## config.mk

```make
export PLATFORM = sky130hd
export DESIGN_NAME = mem_trans_block
export DESIGN_NICKNAME = d
export VERILOG_FILES = /design/src/rtl/rtl_settings_pkg.sv /design/src/rtl/mem_trans_block.sv
export SDC_FILE = /design/constraint.sdc
export NUM_CORES = 1
export LEC_CHECK = 0
export ABC_AREA = 0
export CAP_MARGIN = 0
export CORE_MARGIN = 5
export CORE_UTILIZATION = 30
export DETAILED_ROUTE_END_ITERATION = 7
export PLACE_DENSITY = 0.63
export SYNTH_ARGS = -nofsm -noshare
export SYNTH_HDL_FRONTEND = slang
export SYNTH_SLANG_ARGS = --single-unit
```

## constraint.sdc

```tcl
create_clock -name clk_i -period 3.8 [get_ports clk_i]
set_input_delay 0.76 -clock clk_i [delete_from_list [all_inputs] [get_ports clk_i]]
set_output_delay 0.76 -clock clk_i [all_outputs]
set_load 0.02 [all_outputs]
```

## src/rtl/rtl_settings_pkg.sv

```systemverilog
// Shared settings for the memory test slice.
// Holds the address width used across the codebase, the default geometry
// of the memory-side transmitter, and its FSM state type.
// No ports (package).
package rtl_settings_pkg;

  localparam int ADDR_W           = 32;
  localparam int MEM_DATA_W       = 128;
  localparam int MEM_BURST_LEN    = 4;
  localparam int MEM_MAX_RD_WORDS = 64;

  typedef enum logic [1:0] {
    IDLE_S  = 2'd0,
    WRITE_S = 2'd1,
    READ_S  = 2'd2
  } mem_trans_state_t;

endpackage

```

## src/rtl/mem_trans_block.sv

```systemverilog
// mem_trans_block: memory-side transmitter.
// Accepts one command per valid/ready handshake (read/write, start word
// address) and issues one Avalon-MM burst of BURST_LEN beats for it. Writes
// carry a pattern derived from the seed captured at accept; reads are only
// issued here, and returning readdatavalid pulses are counted so that
// trans_busy_o stays high until every requested read word has come back.
//
// Ports:
//   clk_i, rst_i            clock, asynchronous active-high reset
//   trans_valid_i/ready_o   command handshake from control_block
//   trans_type_i            1 = read, 0 = write
//   trans_addr_i            burst start word address
//   pattern_i               write data seed, sampled at accept
//   trans_busy_o            burst in progress or read words outstanding
//   mem_*                   Avalon-MM master port to the memory under test
//   rd_unexp_o              sticky: readdatavalid with nothing outstanding
//   stall_cnt_o             waitrequest stall cycles of the current test
//
// Optional feature macro: MEM_TRANS_STALL_CNT_EN enables the stall counter;
// without it stall_cnt_o is tied to zero.
module mem_trans_block
  import rtl_settings_pkg::*;
#(
  parameter int DATA_W       = MEM_DATA_W,
  parameter int BURST_LEN    = MEM_BURST_LEN,
  parameter int MAX_RD_WORDS = MEM_MAX_RD_WORDS
) (
  input  logic              clk_i,
  input  logic              rst_i,
  input  logic              trans_valid_i,
  input  logic              trans_type_i,
  input  logic [ADDR_W-1:0] trans_addr_i,
  output logic              trans_ready_o,
  output logic              trans_busy_o,
  input  logic [31:0]       pattern_i,
  output logic [ADDR_W-1:0] mem_address_o,
  output logic              mem_read_o,
  output logic              mem_write_o,
  output logic [DATA_W-1:0] mem_writedata_o,
  output logic [7:0]        mem_burstcount_o,
  input  logic              mem_waitrequest_i,
  input  logic              mem_readdatavalid_i,
  output logic              rd_unexp_o,
  output logic [31:0]       stall_cnt_o
);

  localparam int RD_W = $clog2(MAX_RD_WORDS + 1);
  localparam logic [7:0]      LAST_BEAT = 8'(BURST_LEN - 1);
  localparam logic [RD_W-1:0] BURST_INC = RD_W'(BURST_LEN);
  localparam logic [RD_W:0]   RD_LIMIT  = (RD_W + 1)'(MAX_RD_WORDS);

  mem_trans_state_t  state_q, state_d;
  logic [7:0]        beat_q, beat_d;
  logic [ADDR_W-1:0] addr_q, addr_d;
  logic [31:0]       seed_q, seed_d;
  logic [RD_W-1:0]   rd_pend_q, rd_pend_d;
  logic              rd_unexp_q, rd_unexp_d;
  logic              busy_q, busy_d;

  logic              accept;
  logic              read_taken;
  logic [RD_W:0]     rd_room_sum;

  // All Avalon outputs come straight from registers, so they stay stable
  // under waitrequest and fall asynchronously with reset.
  assign mem_write_o      = (state_q == WRITE_S);
  assign mem_read_o       = (state_q == READ_S);
  assign mem_address_o    = (state_q != IDLE_S) ? addr_q : '0;
  assign mem_writedata_o  = mem_write_o ? ({(DATA_W/32){seed_q}} ^ DATA_W'(beat_q)) : '0;
  assign mem_burstcount_o = 8'(BURST_LEN);
  assign trans_busy_o     = busy_q;
  assign rd_unexp_o       = rd_unexp_q;

  // A read is only accepted when its whole burst still fits in the
  // outstanding-word budget; the sum is one bit wider to avoid wrap.
  assign rd_room_sum   = {1'b0, rd_pend_q} + {1'b0, BURST_INC};
  assign trans_ready_o = (state_q == IDLE_S) && (!trans_type_i || (rd_room_sum <= RD_LIMIT));
  assign accept        = trans_valid_i && trans_ready_o;
  assign read_taken    = mem_read_o && !mem_waitrequest_i;

  // Next-state logic: command capture in idle, beat stepping for writes,
  // single-cycle (plus waitrequest) request phase for reads.
  always_comb begin
    state_d = state_q;
    beat_d  = beat_q;
    addr_d  = addr_q;
    seed_d  = seed_q;
    case (state_q)
      IDLE_S: begin
        if (accept) begin
          state_d = trans_type_i ? READ_S : WRITE_S;
          addr_d  = trans_addr_i;
          seed_d  = pattern_i;
          beat_d  = '0;
        end
      end
      WRITE_S: begin
        if (!mem_waitrequest_i) begin
          if (beat_q == LAST_BEAT) begin
            state_d = IDLE_S;
          end else begin
            beat_d = beat_q + 8'd1;
          end
        end
      end
      READ_S: begin
        if (!mem_waitrequest_i) begin
          state_d = IDLE_S;
        end
      end
      default: state_d = IDLE_S;
    endcase
  end

  // Outstanding read words: a pulse with nothing pending is flagged rather
  // than decremented, so the counter never wraps below zero.
  always_comb begin
    rd_pend_d  = rd_pend_q;
    rd_unexp_d = rd_unexp_q;
    if (mem_readdatavalid_i) begin
      if (rd_pend_q == '0) begin
        rd_unexp_d = 1'b1;
      end else begin
        rd_pend_d = rd_pend_q - 1'b1;
      end
    end
    if (read_taken) begin
      rd_pend_d = rd_pend_d + BURST_INC;
    end
  end

  // Busy looks ahead at next state so it rises the cycle after accept and
  // falls the cycle after the last write beat or last read word.
  always_comb begin
    busy_d = (state_d != IDLE_S) || (rd_pend_d != '0);
  end

  always_ff @(posedge clk_i or posedge rst_i) begin
    if (rst_i) begin
      state_q    <= IDLE_S;
      beat_q     <= '0;
      addr_q     <= '0;
      seed_q     <= '0;
      rd_pend_q  <= '0;
      rd_unexp_q <= 1'b0;
      busy_q     <= 1'b0;
    end else begin
      state_q    <= state_d;
      beat_q     <= beat_d;
      addr_q     <= addr_d;
      seed_q     <= seed_d;
      rd_pend_q  <= rd_pend_d;
      rd_unexp_q <= rd_unexp_d;
      busy_q     <= busy_d;
    end
  end

`ifdef MEM_TRANS_STALL_CNT_EN
  logic [31:0] stall_cnt_q, stall_cnt_d;

  // The counter restarts on the first command of a test (nothing busy,
  // nothing outstanding) and saturates instead of wrapping.
  always_comb begin
    stall_cnt_d = stall_cnt_q;
    if (accept && (rd_pend_q == '0) && !busy_q) begin
      stall_cnt_d = '0;
    end else if ((mem_read_o || mem_write_o) && mem_waitrequest_i && (stall_cnt_q != '1)) begin
      stall_cnt_d = stall_cnt_q + 32'd1;
    end
  end

  always_ff @(posedge clk_i or posedge rst_i) begin
    if (rst_i) begin
      stall_cnt_q <= '0;
    end else begin
      stall_cnt_q <= stall_cnt_d;
    end
  end

  assign stall_cnt_o = stall_cnt_q;
`else
  assign stall_cnt_o = '0;
`endif

endmodule

```

### Yosys cells after proc, flatten, opt, wreduce, memory -nomap -nowiden

Cells that the tools add are included.

| word-level totals | value |
|---|---|
| input bits | 70 |
| memories | 0 |
| RAM bits | 0 |
| memory bits (read-only) | 0 |
| word-level logic and storage cells | 50 |
| output and inout port bits | 205 |
| latch bits | 0 |
| bits in registers | 83 |

| cells by class | value |
|---|---|
| div/mod/pow operators | 0 |
| reductions and logical operators | 16 |
| multipliers | 0 |
| shift operators | 0 |
| eq/ne operators | 6 |
| muxes and demuxes | 15 |
| $lt $le $gt $ge | 1 |
| add/subtract/negate cells | 4 |
| bitwise gates (word level) | 1 |

Operators with widths:

| cell | number |
|---|---|
| two-way mux 128 bit | 1 |
| bitwise XOR 128 x 8 -> 128 bit | 1 |
| two-way mux 32 bit | 1 |
| two-way mux 8 bit | 3 |
| two-way mux 7 bit | 3 |
| case mux 8 bit (2 select lines) | 1 |
| two-way mux 2 bit | 5 |
| adder 7 x 3 -> 8 bit (second input constant) | 1 |
| adder 8 x 1 -> 8 bit (second input constant) | 1 |
| == test 8 x 2 -> 1 bit (second input constant) | 1 |
| <= comparator 8 x 7 -> 1 bit (second input constant) | 1 |
| adder 7 x 3 -> 7 bit (second input constant) | 1 |
| logical NOT 7 bit | 1 |
| nonzero test 7 bit | 1 |
| subtractor 7 x 1 -> 7 bit (second input constant) | 1 |
| inequality test 2 bit (second input constant) | 3 |
| case mux 2 bit (3 select lines) | 1 |
| nonzero test 2 bit | 3 |
| AND reduction 2 bit | 2 |
| AND reduction 4 bit | 1 |
| logical AND 1 bit | 3 |
| == test 2 x 1 -> 1 bit (second input constant) | 1 |
| == test 2 bit (second input constant) | 1 |
| logical NOT 1 bit | 2 |
| other kinds (2) | 3 |

### Depth between registers and ports, before layout

| logic depth | value |
|---|---|
| depth in word-level cells | 9 |
| mapped depth | 11 |
| mapped depth without buffers | 11 |

### Least setup slack after synthesis

OpenSTA, ideal clock, no wires.

| path | value |
|---|---|
| kind | in2reg |
| from | input port mem_readdatavalid_i |
| to | register busy_q, in the netlist trans_busy_o |
| setup slack | 571 ps |
| buffers on the path | 1 |
| data arrival time | 3091 ps |
| setup time | 138 ps |
| data required time | 3662 ps |
| stages | 9 |
| path through | or4b_2 -> clkbuf_1 -> a211o_1 -> nand2_1 -> ha_1 -> nor4bb_1 -> o2111ai_1 -> o32ai_1 -> nand4_1 |

| between the ends | value |
|---|---|
| cells in the longest elaborated chain, start to end | 5 |

RTL lines:

| element | RTL line | text |
|---|---|---|
| start, declared | mem_trans_block.sv:42 | `input logic mem_readdatavalid_i,` |
| two-way mux 7 bit (*) | mem_trans_block.sv:120 | `if (mem_readdatavalid_i) begin` |
| adder 7 x 3 -> 7 bit | mem_trans_block.sv:128 | `rd_pend_d = rd_pend_d + BURST_INC;` |
| two-way mux 7 bit (*) | mem_trans_block.sv:127 | `if (read_taken) begin` |
| nonzero test 7 bit (*) | mem_trans_block.sv:135 | `busy_d = (state_d != IDLE_S) \|\| (rd_pend_d != '0);` |
| logical OR 1 bit (*) | mem_trans_block.sv:135 |  |
| net busy_d | mem_trans_block.sv:58 | `logic busy_q, busy_d;` |
| end signal, assigned | mem_trans_block.sv:154 | `busy_q <= busy_d;` |
| end, declared | mem_trans_block.sv:58 |  |

Mark *: on every way through the listed nets, which the timed path passes. The rest lies on a longest branch.
A chain may end at the register's enable or synchronous reset.

### Worst setup path after layout

| path | value |
|---|---|
| from | register rd_pend_q[0] |
| to | output port trans_ready_o |

| between the ends | value |
|---|---|
| cells in the longest elaborated chain, start to end | 4 |

RTL lines:

| element | RTL line | text |
|---|---|---|
| start, declared | mem_trans_block.sv:56 | `logic [RD_W-1:0] rd_pend_q, rd_pend_d;` |
| start signal, assigned | mem_trans_block.sv:152 | `rd_pend_q <= rd_pend_d;` |
| adder 7 x 3 -> 8 bit | mem_trans_block.sv:76 | `assign rd_room_sum = {1'b0, rd_pend_q} + {1'b0, BURST_INC};` |
| <= comparator 8 x 7 -> 1 bit | mem_trans_block.sv:77 | `assign trans_ready_o = (state_q == IDLE_S) && (!trans_type_i \|\| (rd_room_sum <= RD_LIMIT));` |
| logical OR 1 bit | mem_trans_block.sv:77 |  |
| logical AND 1 bit | mem_trans_block.sv:77 |  |
| end, declared | mem_trans_block.sv:33 | `output logic trans_ready_o,` |

No other way between the ends.

==> results.py <==
metrics = {
    "run_status": {
        "status": "finished, final reports clean",
    },
    "yosys": {
        "yosys_warnings": 0,
        "synth_area_um2": 5250,
        "ys_async_sr_fraction_pct": 100,
        "synth-seq-cells": 83,
        "synth_cells": 516,
        "ys.flop_type": "dfrtp_1",
        "yosysSeqAreaShare_pct": 39.5,
        "yosysUniqueCellTypes": 54,
        "synth.avg_cell_area_um2": 10.2,
        "synth_edf_count": 0,
    },
    "timing": {
        "worst_slack_ns": 0.518,
        "slew_headroom_pct": 33.7,
        "min_period_ns": 3.28,
        "tns_ns": 0,
        "finClkSkew_ns": 0.00410,
        "final_max_slew_viol_count": 0,
        "worst_hold_slack_ns": 0.462,
        "setup_viol_count_final": 0,
        "worst_slew_pin_slew_ns": 0.994,
        "finalHoldViolCount": 0,
        "fmax_ghz": 0.305,
        "fin_crit_sh_pct": 86.4,
        "rsz0062_at_grt": "no",
    },
    "global_routing": {
        "use_met3_pct": 4.87,
        "gr-total-overflow": 0,
        "grt_max_degree": 51,
        "grt_antenna_before_repair": 0,
        "grt_pass1_wl_um": 21500,
        "grt_use_met2_pct": 23.4,
        "gr-max-usage-layer": "met2",
        "grt_usage_pct": 13.4,
        "first_global_vias": 3886,
        "grtUsageMet1_pct": 15.4,
    },
    "drt": {
        "dr.first_iter.drc_count": 178,
        "dr.pass1.iters": 4,
        "ant_nets": 0,
        "wl_per_cell_um": 16.3,
        "vias_per_cell": 4.51,
        "post-route-drc-count": 0,
        "num_vias": 3979,
        "drt-total-wl_um": 14400,
    },
    "place": {
        "dp_hpwl_um": 11100,
        "port_buffers": 234,
        "dp_slack_ns": 0.246,
        "gp_congestion": 0.840,
    },
    "worst_setup_path": {
        "worst_setup_path_start_kind": "flip-flop",
        "path_class": "reg2out",
        "crit_arrival_ns": 2.52,
        "cp_cell_sequence": "inv_1 > ha_1 > nor2b_1 > a41o_1 > a21boi_0 > clkdlybuf4s50_1",
        "regToRegEndpoint": "seed_q[26]",
        "r2r-start": "rd_pend_q[0]",
        "crit_required_ns": 3.04,
        "max_stage_delay_ns": 0.67,
        "slowest_stage": "clkdlybuf4s50_1",
        "rr_worst_depth": 7,
        "r2r_slack_ns": 0.81,
        "path_max_fanout": 9,
        "end_kind": "output pin",
    },
    "cells_and_area": {
        "layout_commonest_cell": "clkdlybuf4s50_1",
        "drive_gt1_share_pct": 9.74,
        "final_cell_mix": "clkdlybuf4s50_1 (234), dfrtp_1 (83), conb_1 (40)",
        "syn2layout_area_growth_pct": 38.6,
        "nets": 727,
        "seqCellArea_um2": 2080,
        "num_antenna_cells": 0,
        "multi_input_area_um2": 2200,
        "final_util_pct": 42.2,
        "fill_cells": 1607,
    },
    "floorplanning": {
        "chipWidth_um": 142,
        "initial_utilization_pct": 30.5,
        "row_count": 48,
        "core-area_um2": 17200,
        "pin_count": 275,
        "dieArea_um2": 20300,
        "die_h_um": 142,
    },
    "clock_tree": {
        "cts_setup_buffers": 0,
        "cts_buffers": 9,
        "cts.sinks": 83,
        "clock_path_buffers": 2,
        "insertion_delay_ns": 0.34,
        "h-tree-depth": 3,
        "cts_hold_buf": 0,
        "cts_tree": "built",
        "cts_resized": 0,
        "path_clk_slew_ns": 0.06,
        "cts_root_buffer": "clkbuf_16",
    },
    "min_path": {
        "holdPathStages": 1,
        "hold_path_end": "rd_unexp_o",
        "worstHoldStart": "rd_unexp_o",
        "hp-class": "reg2reg",
    },
    "flow_run": {
        "drv_cap": 0,
    },
    "power_and_ir_drop": {
        "p_leak_nw": 3.00,
        "peakVddDrop_v": 0.000550,
        "power_density_nw_per_um2": 1010,
    },
}
## worst max-delay path: cells and delay by family (launching register included)
| family | cells | cell delay (ns) |
|---|---|---|
| adder cells (fa/ha/maj) | 1 | 0.32 |
| flip-flops | 1 | 0.41 |
| AND/OR/NAND/NOR | 1 | 0.12 |
| buffers and inverters | 2 | 0.78 |
| AO/OA/AOI/OAI | 2 | 0.55 |
## report_power, final
part	total, W	leakage (nW)	internal [W]	switching (W)
Sequential	0.00158	0.993	0.00129	0.000292
Clock	0.000809	0.131	0.000470	0.000339
Combinational	0.00493	1.87	0.00239	0.00254
Total	0.00732	3.00	0.00415	0.00317
## stage by stage
step	area, um2	total power, W	std cells
6_report	7280	0.00732	882
2_1_floorplan	5400	0.00491	554
4_1_cts	7280	0.00745	882
5_1_grt	7280	0.00775	882
3_5_place_dp	7010	0.00659	868
3_3_place_gp	7010	0.00652	868
## worst max path at each step
stage	startpoint	to	cells after the start
detailed placement	mem_readdatavalid_i	rd_pend_q[6]	11
floorplan	mem_readdatavalid_i	trans_busy_o	9
global placement	mem_readdatavalid_i	rd_pend_q[6]	11
CTS	rd_pend_q[0]	trans_ready_o	6
finish	rd_pend_q[0]	trans_ready_o	6
global route	state_q[1]	mem_writedata_o[33]	6
## sequential cells by signal, indices dropped and copies added (netlist names)
name,count
addr_q,32
seed_q,32
beat_q,8
rd_pend_q,7
state_q,2
rd_unexp_o,1
trans_busy_o,1
## cells in the mapped netlist (all sizes together) (2+ instances only)
| library cell | count | area, um2 |
|---|---|---|
| buf | 136 | 1020 |
| dfrtp | 83 | 2080 |
| mux2 | 64 | 721 |
| nor2b | 35 | 219 |
| and2 | 34 | 213 |
| nor2 | 24 | 90.1 |
| clkbuf | 17 | 63.8 |
| xnor2 | 13 | 114 |
| a21oi | 10 | 50.1 |
| inv | 10 | 37.5 |
| nand2 | 9 | 33.8 |
| nand4 | 8 | 50.1 |
| nand3 | 7 | 35.0 |
| xor2 | 7 | 61.3 |
| a211oi | 3 | 22.5 |
| a21boi | 3 | 22.5 |
| ha | 3 | 37.5 |
| nand2b | 3 | 18.8 |
| nor4 | 3 | 18.8 |
| o21ai | 3 | 15.0 |
| a21o | 2 | 15.0 |
| a22oi | 2 | 15.0 |
| a31oi | 2 | 12.5 |
| and3 | 2 | 12.5 |
| and3b | 2 | 17.5 |
| conb | 2 | 7.51 |
| mux2i | 2 | 20.0 |
| nor3 | 2 | 10.0 |
| nor4b | 2 | 17.5 |
| o31a | 2 | 17.5 |
| o31ai | 2 | 15.0 |
## kinds of logic (layout without fill, tap and decap cells)
group	Yosys count	after routing	share of synthesized area (%)
buffers and inverters	163	266	21.4
AND/OR/NAND/NOR	137	137	15.1
flip-flops	83	83	39.5
multiplexers	66	66	14.1
AO/OA/AOI/OAI	42	42	5.74
XOR/XNOR	20	20	3.33
adder cells (fa/ha/maj)	3	3	0.715
other	2	40	0.143
## metal layers
layer,wire [um],up-vias
li1,-,1838
met1,5310,1910
met2,7320,215
met3,1510,16
met4,218,0
met5,0,-
## cell type report
| class | count | area share (%) |
|---|---|---|
| Inverter | 10 | 0.533 |
| Sequential cell | 83 | 28.5 |
| Timing Repair Buffer | 242 | 33.2 |
| Tap cell | 225 | 3.87 |
| Clock inverter | 2 | 0.172 |
| Multi-Input combinational cell | 308 | 30.2 |
| Clock buffer | 12 | 3.52 |
(Power assumes the default switching activity.)
